<file path="config.mk">
export PLATFORM = sky130hd
export DESIGN_NAME = mpu_i2c_target
export DESIGN_NICKNAME = d
export VERILOG_FILES = /design/src/rtl/mpu_regs_pkg.sv /design/src/rtl/i2c_line_filter.sv /design/src/rtl/mpu_i2c_target.sv
export SDC_FILE = /design/constraint.sdc
export NUM_CORES = 1
export LEC_CHECK = 0
export BUFFER_PORTS_ARGS = -buffer_cell sky130_fd_sc_hd__buf_4
export CAP_MARGIN = 20
export CORE_ASPECT_RATIO = 1.75
export CORE_MARGIN = 2
export CORE_UTILIZATION = 57
export DETAILED_ROUTE_END_ITERATION = 12
export PLACE_DENSITY = 0.81
export SLEW_MARGIN = 5
export SYNTH_ARGS = -nofsm -noshare
export SYNTH_HDL_FRONTEND = slang
export SYNTH_SLANG_ARGS = --single-unit
</file>
<file path="constraint.sdc">
create_clock -name clk_50mhz -period 3.71 [get_ports clk_50mhz]
set_input_delay 0.742 -clock clk_50mhz [delete_from_list [all_inputs] [get_ports clk_50mhz]]
set_output_delay 0.742 -clock clk_50mhz [all_outputs]
set_load 0.02 [all_outputs]
</file>
<file path="src/rtl/mpu_regs_pkg.sv">
// -----------------------------------------------------------------------------
// mpu_regs_pkg
// Shared definitions for the MPU-6050 register-interface model: register
// addresses, the PWR_MGMT_1 reset value and the I2C target FSM state type.
// No ports (package).
// -----------------------------------------------------------------------------
package mpu_regs_pkg;

  // Sensor data block, big-endian, contiguous from ACCEL_XOUT_H to GYRO_ZOUT_L
  localparam logic [7:0] ACCEL_XOUT_H = 8'h3B;
  localparam logic [7:0] TEMP_OUT_H   = 8'h41;
  localparam logic [7:0] GYRO_XOUT_H  = 8'h43;
  localparam logic [7:0] GYRO_ZOUT_L  = 8'h48;
  localparam logic [7:0] PWR_MGMT_1   = 8'h6B;
  localparam logic [7:0] WHO_AM_I     = 8'h75;

  // Device comes out of reset asleep
  localparam logic [7:0] PWR_MGMT_1_RST = 8'h40;

  typedef enum logic [3:0] {
    ST_IDLE,
    ST_ADDR,
    ST_ADDR_ACK,
    ST_PTR,
    ST_PTR_ACK,
    ST_WR_DATA,
    ST_WR_ACK,
    ST_RD_BYTE,
    ST_RD_ACK,
    ST_IGNORE
  } i2c_state_t;

endpackage

</file>
<file path="src/rtl/i2c_line_filter.sv">
// -----------------------------------------------------------------------------
// i2c_line_filter
// Two-flop synchronizer followed by a glitch filter for one open-drain I2C
// line. A level change is accepted only after FILTER_LEN consecutive
// synchronized samples disagree with the current filtered level.
//
// Ports:
//   clk_50mhz  in  system clock
//   reset_n    in  asynchronous active-low reset
//   raw        in  raw pad level
//   level      out filtered level (resets to RESET_LEVEL, i.e. idle bus high)
//   rise       out one-cycle strobe, coincident with level going 0->1
//   fall       out one-cycle strobe, coincident with level going 1->0
// -----------------------------------------------------------------------------
module i2c_line_filter #(
  parameter int   FILTER_LEN  = 4,
  parameter logic RESET_LEVEL = 1'b1
) (
  input  logic clk_50mhz,
  input  logic reset_n,
  input  logic raw,
  output logic level,
  output logic rise,
  output logic fall
);

  localparam int CW = (FILTER_LEN > 1) ? $clog2(FILTER_LEN) : 1;

  logic          sync_q1;
  logic          sync_q2;
  logic [CW-1:0] diff_cnt;

  // diff_cnt counts how many samples in a row have disagreed with level;
  // the FILTER_LEN-th disagreeing sample commits the new level and strobes.
  always_ff @(posedge clk_50mhz or negedge reset_n) begin
    if (!reset_n) begin
      sync_q1  <= RESET_LEVEL;
      sync_q2  <= RESET_LEVEL;
      level    <= RESET_LEVEL;
      diff_cnt <= '0;
      rise     <= 1'b0;
      fall     <= 1'b0;
    end else begin
      sync_q1 <= raw;
      sync_q2 <= sync_q1;
      rise    <= 1'b0;
      fall    <= 1'b0;
      if (sync_q2 == level) begin
        diff_cnt <= '0;
      end else if (diff_cnt == CW'(FILTER_LEN - 1)) begin
        level    <= sync_q2;
        rise     <= sync_q2;
        fall     <= ~sync_q2;
        diff_cnt <= '0;
      end else begin
        diff_cnt <= diff_cnt + 1'b1;
      end
    end
  end

endmodule

</file>
<file path="src/rtl/mpu_i2c_target.sv">
// -----------------------------------------------------------------------------
// mpu_i2c_target
// I2C target model of the MPU-6050 register interface. Serves a register map
// built from parallel sensor inputs (snapshotted at each read address phase)
// plus a writable PWR_MGMT_1. Open-drain: only ever pulls SDA low.
//
// Ports:
//   clk_50mhz          in  system clock
//   reset_n            in  asynchronous active-low reset
//   scl_in, sda_in     in  raw bus levels
//   sda_oe             out 1 = pull SDA low, 0 = release
//   ax, ay, az         in  signed accel sample
//   temp               in  signed temperature sample
//   gx, gy, gz         in  signed gyro sample
//   pwr_mgmt_1         out register 0x6B
//   sleep              out pwr_mgmt_1[6]
//   rd_done            out one-cycle pulse when the master NACKs a read byte
//   busy               out high between START and STOP
// -----------------------------------------------------------------------------
module mpu_i2c_target
  import mpu_regs_pkg::*;
#(
  parameter logic [6:0] DEV_ADDR    = 7'h68,
  parameter int         FILTER_LEN  = 4,
  parameter int         HOLD_CYCLES = 10
) (
  input  logic               clk_50mhz,
  input  logic               reset_n,
  input  logic               scl_in,
  input  logic               sda_in,
  output logic               sda_oe,
  input  logic signed [15:0] ax,
  input  logic signed [15:0] ay,
  input  logic signed [15:0] az,
  input  logic signed [15:0] temp,
  input  logic signed [15:0] gx,
  input  logic signed [15:0] gy,
  input  logic signed [15:0] gz,
  output logic [7:0]         pwr_mgmt_1,
  output logic               sleep,
  output logic               rd_done,
  output logic               busy
);

  localparam int HW = (HOLD_CYCLES > 1) ? $clog2(HOLD_CYCLES + 1) : 1;

  logic scl_level, scl_rise, scl_fall;
  logic sda_level, sda_rise, sda_fall;

  i2c_line_filter #(.FILTER_LEN(FILTER_LEN), .RESET_LEVEL(1'b1)) u_scl_filter (
    .clk_50mhz (clk_50mhz),
    .reset_n   (reset_n),
    .raw       (scl_in),
    .level     (scl_level),
    .rise      (scl_rise),
    .fall      (scl_fall)
  );

  i2c_line_filter #(.FILTER_LEN(FILTER_LEN), .RESET_LEVEL(1'b1)) u_sda_filter (
    .clk_50mhz (clk_50mhz),
    .reset_n   (reset_n),
    .raw       (sda_in),
    .level     (sda_level),
    .rise      (sda_rise),
    .fall      (sda_fall)
  );

  logic start_det;
  logic stop_det;

  assign start_det = sda_fall & scl_level;
  assign stop_det  = sda_rise & scl_level;
  assign sleep     = pwr_mgmt_1[6];

  i2c_state_t     state;
  logic [3:0]     bit_cnt;
  logic [7:0]     shift_reg;
  logic [7:0]     tx_shift;
  logic [7:0]     ptr;
  logic           rw;
  logic           sda_pending;
  logic           hold_active;
  logic [HW-1:0]  hold_cnt;
  logic [111:0]   shadow;
  logic [7:0]     rd_byte;

  // Read-side register map. The sensor block is one contiguous big-endian
  // run in the shadow, so the byte is picked by its offset from ACCEL_XOUT_H.
  always_comb begin
    logic [111:0] shifted;
    rd_byte = 8'h00;
    shifted = '0;
    if (ptr >= ACCEL_XOUT_H && ptr < TEMP_OUT_H ||
        ptr >= TEMP_OUT_H   && ptr < GYRO_XOUT_H ||
        ptr >= GYRO_XOUT_H  && ptr <= GYRO_ZOUT_L) begin
      shifted = shadow << {4'(ptr - ACCEL_XOUT_H), 3'b000};
      rd_byte = shifted[111:104];
    end else if (ptr == PWR_MGMT_1) begin
      rd_byte = pwr_mgmt_1;
    end else if (ptr == WHO_AM_I) begin
      rd_byte = {1'b0, DEV_ADDR};
    end
  end

  // Main protocol FSM. STOP then START take priority over any SCL edge.
  // Bits are sampled on SCL rise; on SCL fall the FSM decides the next SDA
  // value into sda_pending, which reaches sda_oe only HOLD_CYCLES later so
  // the data hold time after SCL low is respected. Releases caused by
  // START/STOP/IGNORE bypass the hold and take effect immediately.
  always_ff @(posedge clk_50mhz or negedge reset_n) begin
    if (!reset_n) begin
      state       <= ST_IDLE;
      bit_cnt     <= '0;
      shift_reg   <= '0;
      tx_shift    <= '0;
      ptr         <= '0;
      rw          <= 1'b0;
      sda_pending <= 1'b0;
      hold_active <= 1'b0;
      hold_cnt    <= '0;
      shadow      <= '0;
      sda_oe      <= 1'b0;
      pwr_mgmt_1  <= PWR_MGMT_1_RST;
      rd_done     <= 1'b0;
      busy        <= 1'b0;
    end else begin
      rd_done <= 1'b0;
      if (stop_det) begin
        state       <= ST_IDLE;
        bit_cnt     <= '0;
        sda_oe      <= 1'b0;
        sda_pending <= 1'b0;
        hold_active <= 1'b0;
        busy        <= 1'b0;
      end else if (start_det) begin
        state       <= ST_ADDR;
        bit_cnt     <= '0;
        sda_oe      <= 1'b0;
        sda_pending <= 1'b0;
        hold_active <= 1'b0;
        busy        <= 1'b1;
      end else begin
        if (hold_active) begin
          if (hold_cnt == HW'(1)) begin
            sda_oe      <= sda_pending;
            hold_active <= 1'b0;
          end else begin
            hold_cnt <= hold_cnt - 1'b1;
          end
        end

        if (scl_rise) begin
          case (state)
            ST_ADDR, ST_PTR, ST_WR_DATA: begin
              if (bit_cnt < 4'd8) begin
                shift_reg <= {shift_reg[6:0], sda_level};
                bit_cnt   <= bit_cnt + 4'd1;
              end
            end
            ST_RD_ACK: begin
              if (sda_level) begin
                rd_done <= 1'b1;
                state   <= ST_IGNORE;
              end
            end
            default: ;
          endcase
        end else if (scl_fall) begin
          hold_active <= 1'b1;
          hold_cnt    <= HW'(HOLD_CYCLES);
          case (state)
            ST_ADDR: begin
              if (bit_cnt == 4'd8) begin
                if (shift_reg[7:1] == DEV_ADDR) begin
                  state       <= ST_ADDR_ACK;
                  rw          <= shift_reg[0];
                  sda_pending <= 1'b1;
                  if (shift_reg[0]) begin
                    shadow <= {ax, ay, az, temp, gx, gy, gz};
                  end
                end else begin
                  state       <= ST_IGNORE;
                  sda_pending <= 1'b0;
                  sda_oe      <= 1'b0;
                end
              end
            end
            ST_ADDR_ACK: begin
              bit_cnt <= '0;
              if (rw) begin
                state       <= ST_RD_BYTE;
                tx_shift    <= rd_byte;
                sda_pending <= ~rd_byte[7];
              end else begin
                state       <= ST_PTR;
                sda_pending <= 1'b0;
              end
            end
            ST_PTR: begin
              if (bit_cnt == 4'd8) begin
                ptr         <= shift_reg;
                state       <= ST_PTR_ACK;
                sda_pending <= 1'b1;
              end
            end
            ST_PTR_ACK: begin
              state       <= ST_WR_DATA;
              bit_cnt     <= '0;
              sda_pending <= 1'b0;
            end
            ST_WR_DATA: begin
              if (bit_cnt == 4'd8) begin
                if (ptr == PWR_MGMT_1) begin
                  pwr_mgmt_1 <= shift_reg;
                end
                state       <= ST_WR_ACK;
                sda_pending <= 1'b1;
              end
            end
            ST_WR_ACK: begin
              ptr         <= ptr + 8'd1;
              state       <= ST_WR_DATA;
              bit_cnt     <= '0;
              sda_pending <= 1'b0;
            end
            ST_RD_BYTE: begin
              if (bit_cnt == 4'd7) begin
                state       <= ST_RD_ACK;
                bit_cnt     <= '0;
                ptr         <= ptr + 8'd1;
                sda_pending <= 1'b0;
              end else begin
                bit_cnt     <= bit_cnt + 4'd1;
                tx_shift    <= {tx_shift[6:0], 1'b0};
                sda_pending <= ~tx_shift[6];
              end
            end
            ST_RD_ACK: begin
              // Still here on the fall means the master ACKed: next byte
              state       <= ST_RD_BYTE;
              bit_cnt     <= '0;
              tx_shift    <= rd_byte;
              sda_pending <= ~rd_byte[7];
            end
            ST_IGNORE: begin
              sda_pending <= 1'b0;
              sda_oe      <= 1'b0;
            end
            default: sda_pending <= 1'b0;
          endcase
        end
      end
    end
  end

endmodule
</file>
======== Yosys cells after proc, flatten, opt, wreduce, memory -nomap -nowiden ========
Cells that the tools add are included.
operators by class
  reductions and logical operators ........ 27
  multipliers ............................. 0
  bitwise operators ....................... 11
  muxes and demuxes ....................... 78
  $lt $le $gt $ge ......................... 7
  div/mod/pow operators ................... 0
  shift operators ......................... 1
  $add $sub $neg .......................... 6
  eq/ne operators ......................... 35
operators with widths
  cell                                                               count
  << shifter 112 x 7 -> 112 bit                                      1
  2-to-1 mux 4 bit                                                   22
  2-to-1 mux 1 bit                                                   38
  2-to-1 mux 8 bit                                                   4
  one-hot mux 4 bit (7 select lines)                                 1
  AND reduction 7 bit                                                4
  one-hot mux 8 bit (3 select lines)                                 1
  2-to-1 mux 7 bit                                                   3
  one-hot mux 7 bit (3 select lines)                                 1
  == test 4 x 3 -> 1 bit, second input constant                      5
  != test 5 x 4 -> 1 bit, second input constant                      4
  == test 8 x 7 -> 1 bit, second input constant                      2
  greater-or-equal comparator 8 x 7 -> 1 bit, second input constant  2
  less-than comparator 8 x 7 -> 1 bit, second input constant         2
  != test 4 bit, second input constant                               4
  AND reduction 8 bit                                                2
  == test 4 bit, second input constant                               3
  != test 10 bit, second input constant                              1
  NOT 1 bit                                                          9
  nonzero test 3 bit                                                 3
  adder 8 x 1 -> 8 bit, second input constant                        1
  == test 4 x 1 -> 1 bit, second input constant                      2
  == test 4 x 2 -> 1 bit, second input constant                      2
  greater-or-equal comparator 8 x 6 -> 1 bit, second input constant  1
  other kinds (30)                                                   47
storage, ports and cells
  bits in writable memories ............... 0
  word-level logic and storage cells ...... 191
  memories ................................ 0
  bits of input ports ..................... 116
  bits in registers ....................... 175
  memory bits (read-only) ................. 0
  output and inout port bits .............. 12
  bits in latches ......................... 0

======== Depth between registers and ports, before layout ========
  word-level depth ........................ 12
  mapped depth ............................ 12

======== By module ========
A second synthesis with hierarchy kept.
unflattened totals
  cell total of the unflattened synthesis .. 656
  area, all modules ....................... 8553.2 sq um
by module, submodules not included
  module           sequential area each (sq um)  times used  area each (sq um)  cells each
  mpu_i2c_target   4030.1                        1           8057.7             628
  i2c_line_filter  178.9                         2           247.7              14

======== Least setup slack after synthesis ========
OpenSTA, ideal clock, no wires.
  path kind ............................... register to register
  start ................................... reg ptr[0]
  end ..................................... reg tx_shift[6]
  stages on the path, launching flop included .. 12
  slack ................................... 0.944 ns
  period minus slack after synthesis ...... 2.766 ns
  buffers on the path ..................... 5
  arrival ................................. 2.643 ns
  library setup time ...................... 0.123 ns
  cells stage by stage .................... dfrtp_1 -> buf_4 -> buf_4 -> buf_4 -> inv_1 -> ha_1 -> clkbuf_1 -> clkbuf_1 -> mux4_2 -> a21oi_1 -> o22ai_1 -> o221a_2
on the way
  cells in the longest elaborated chain, start to end .. 7
RTL lines
  item                                                      RTL line               RTL
  from (decl)                                               mpu_i2c_target.sv:79   logic [7:0] ptr;
  from (signal assigned)                                    mpu_i2c_target.sv:201  ptr <= shift_reg;
  from (signal assigned)                                    mpu_i2c_target.sv:221  ptr <= ptr + 8'd1;
  from (signal assigned)                                    mpu_i2c_target.sv:230  ptr <= ptr + 8'd1;
  branches (longest 4 deep; another with subtractor 4 bit)  n/a
  2-to-1 mux 8 bit (*)                                      mpu_i2c_target.sv:93   if (ptr >= ACCEL_XOUT_H && ptr < TEMP_OUT_H ||
  2-to-1 mux 7 bit                                          mpu_i2c_target.sv:190  if (rw) begin
  one-hot mux 7 bit (3 select lines) (*)                    mpu_i2c_target.sv:171  case (state)
  to (signal assigned)                                      mpu_i2c_target.sv:192  tx_shift <= rd_byte;
  to (signal assigned)                                      mpu_i2c_target.sv:234  tx_shift <= {tx_shift[6:0], 1'b0};
  to (signal assigned)                                      mpu_i2c_target.sv:242  tx_shift <= rd_byte;
  to (decl)                                                 mpu_i2c_target.sv:78   logic [7:0] tx_shift;
Every way passes the cells marked *. The select of a mux whose other input is x is not followed.
A chain may end at the register's enable or synchronous reset.

======== Worst setup path after layout ========
  start ................................... reg state[2]
  end ..................................... reg tx_shift[1]
on the way
  cells in the longest elaborated chain, start to end .. 3
RTL lines
  item                                                                         RTL line               RTL
  from (decl)                                                                  mpu_i2c_target.sv:75   i2c_state_t state;
  from (signal assigned)                                                       mpu_i2c_target.sv:112  state <= ST_IDLE;
  from (signal assigned)                                                       mpu_i2c_target.sv:129  state <= ST_IDLE;
  from (signal assigned)                                                       mpu_i2c_target.sv:136  state <= ST_ADDR;
  == test 4 x 3 -> 1 bit, or another cell as far along                         mpu_i2c_target.sv:171
  != test 2 bit (no source line) / nonzero test 3 bit (equally long branches)  n/a
  AND reduction 7 bit (no source line)                                         n/a
Parallel ways exist; a longest one is shown, timed or not.

==> results.cfg <==
[drt]
wirelength_mm = 20.0
drt-pass1-iter-count = 8
drtIter0Drc = 271
final_antenna_net_count = 0
drt-wirelength-per-cell_um = 20.7
via_count = 5800
avgViaCountPerCell = 6.01
route.detailed.drc = 0

[global_route]
track_usage_pct = 25.4
grt_max_degree = 114
grt_pass1_vias = 6322
antenna_found_initial = 0
grt_pass1_wl_mm = 32.8
grt_overflow = 0

[finish]
final_area_um2 = 10300
syn_to_final_growth_pct = 17.4
largest_reg_flops = 112
fill_cells = 1038
regMostFlops = shadow
layout-drive-gt1-share_pct = 43.5
final_common_cell = dfrtp_1
final_util_pct = 68.8
antenna_cells = 0
layout_common_cells = 167 x dfrtp_1, 130 x buf_4, 69 x mux2_4
instances_no_fill = 965
nNetsFinal = 894

[worst_setup_path]
path_max_fanout = 18
path_class = flip-flop to flip-flop
slowest_stage = a21oi_1
path_cells = and3b_1 > nand3_2 > a21oi_1 > nand4_1 > o221a_1
required_ns = 4.02
cp_top_family = compound AO/OA/AOI/OAI gates
end_kind = flip-flop
cp-start-kind = flip-flop
cpPeakStageDelay_ns = 0.79
cp.arrival_ns = 3.04
worst-path-buf-inv = 0

[pwr]
leakage_nw = 4.78
total_power_mw = 4.64
ir_drop_v = 0.000296
power.density_nw_per_um2 = 452

[synth]
synth.yosys.seq_area_share_pct = 50.2
synthArstFlopShare_pct = 100
synth-compound-area-share_pct = 7.56
yosys.area_share.simple_pct = 8.18
synth_fa_ha_area_share_pct = 1.29
synth_edf_count = 0
ys_types = 65
synthFlopType = dfrtp_1
syn_nets = 781
synthMuxAreaShare_pct = 28.2
syn_area_um2 = 8740
synth_xor_area_share_pct = 0.687
yosys_warnings = 0
syn_inst = 656
synth-seq-cells = 175
postSynthAreaPerCell_um2 = 13.3
synth_top_family_by_area = multiplexers

[place]
dpl_cell_area_um2 = 9720
io_buffers = 127
dp_hpwl_mm = 14.3
placed_cells = 933
gp_congestion = 0.934

[min_path]
hp-class = flip-flop to flip-flop

[cts]
cts_root_buf = clkbuf_16
cts-buffers-inserted = 17
post_cts_resized = 0
clk_latency_ns = 0.43
cts_tree = done
clock_path_buffers = 2
clock_sinks = 175
htree_levels = 4
clk_pin_slew_ns = 0.07
postCtsSetupBuffers = 0
holdBufCountCts = 0

[floorplan]
die-area_um2 = 16400
initial_core_util_pct = 58.6
chipWidth_um = 97.6
rows = 59
pin_count = 128
chipHeight_um = 168
design.core.area_um2 = 14900

[sta]
fin_crit_sh_pct = 73.7
drv_slew = 0
grt_setup_unrepaired = no
clock_skew_ns = 0.0117
final.setup.tns_ns = 0
hold_viol = 0
relSlewSlack_pct = 36.6
fmax_mhz = 366
tightest_slew_ns = 0.951
setup_viol = 0
period_minus_slack_ns = 2.74

[job]
cap_viol_max_count = 0

[outcome]
status = finished clean
-- final cells by class --
| class | count | area (um^2) | share of cell area, % |
|---|---|---|---|
| flip-flops and latches | 175 | 4390 | 42.8 |
| multi-input cells | 428 | 4030 | 39.2 |
| repair buffers | 133 | 1030 | 10.0 |
| clock buffers | 20 | 437 | 4.26 |
| clock inverters | 12 | 101 | 0.988 |
| well taps | 183 | 229 | 2.23 |
| inverters | 14 | 52.6 | 0.512 |
-- cell families (layout without fill, tap and decap cells) --
group                      after synthesis  in the layout
DFF                                    175            175
muxes                                  174            174
and+or+nand+nor                        136            136
AOI/OAI and AO/OA                      103            103
buffers and inverters                   53            179
adders and majority gates                9              9
xor gates and xnor gates                 6              6
-- path summary, 6_finish.rpt --
check                                      from                  endpoint  slack (ns)  depth (start not counted)
setup / recovery                       state[2]               tx_shift[1]        0.97                          5
min in group asynchronous               reset_n  u_sda_filter.diff_cnt[1]        0.39                          1
hold reg to reg            u_scl_filter.sync_q1      u_scl_filter.sync_q2        0.35                          0
setup reg to reg                       state[2]               tx_shift[1]        0.97                          5
hold / removal             u_scl_filter.sync_q1      u_scl_filter.sync_q2        0.35                          0
max in group asynchronous               reset_n                shadow[93]        2.31                          2
-- metal layers --
layer  up-vias  part of all wire, %  GRT usage [%]
met5         -                    0              0
met4         0                  4.3           12.9
met3        57                  3.6           3.94
met2       192                   54           44.9
met1      2922                   38           29.8
li1       2629                    -              -
-- report_power, final --
part / internal [mW] / leakage [nW] / total [mW] / switching (mW)
clock: 0.871 / 0.253 / 1.65 / 0.781
sequential: 2.09 / 2.14 / 2.29 / 0.204
combinational: 0.373 / 2.39 / 0.694 / 0.321
-- metrics by stage --
stage          hold slack [ns]  setup slack [ns]
2_1_floorplan            0.345             0.944
3_3_place_gp             0.350              1.16
3_5_place_dp             0.348              1.08
4_1_cts                  0.354              1.04
5_1_grt                  0.351             0.812
6_report                 0.354             0.975
-- synthesized netlist by cell type, drive strengths merged (2+ instances only) --
master / instances / area (um^2)
and2: 2 / 15.0
dfrtp: 168 / 4200
nor3: 15 / 75.1
ha: 9 / 113
o211ai: 5 / 37.5
nand4: 3 / 18.8
a31oi: 3 / 18.8
a21oi: 29 / 145
nor2: 31 / 116
o21ai: 33 / 169
nor4: 3 / 18.8
a22oi: 4 / 30.0
clkbuf: 10 / 37.5
dfstp: 7 / 184
xor2: 2 / 25.0
nand2b: 4 / 25.0
and4: 2 / 17.5
xnor2: 4 / 35.0
and2b: 2 / 15.0
a32oi: 2 / 17.5
and3b: 4 / 35.0
nor4b: 2 / 23.8
buf: 29 / 250
and3: 7 / 48.8
mux4: 24 / 541
a2111oi: 2 / 17.5
o221a: 6 / 67.6
nor2b: 4 / 27.5
a211o: 3 / 26.3
o22ai: 4 / 25.0
mux2: 129 / 1710
mux2i: 21 / 210
nand3: 12 / 70.1
nand2: 37 / 141
a211oi: 3 / 22.5
inv: 14 / 52.6
nor3b: 2 / 20.0
nand3b: 3 / 22.5
Power figures use the tool's default switching activity.
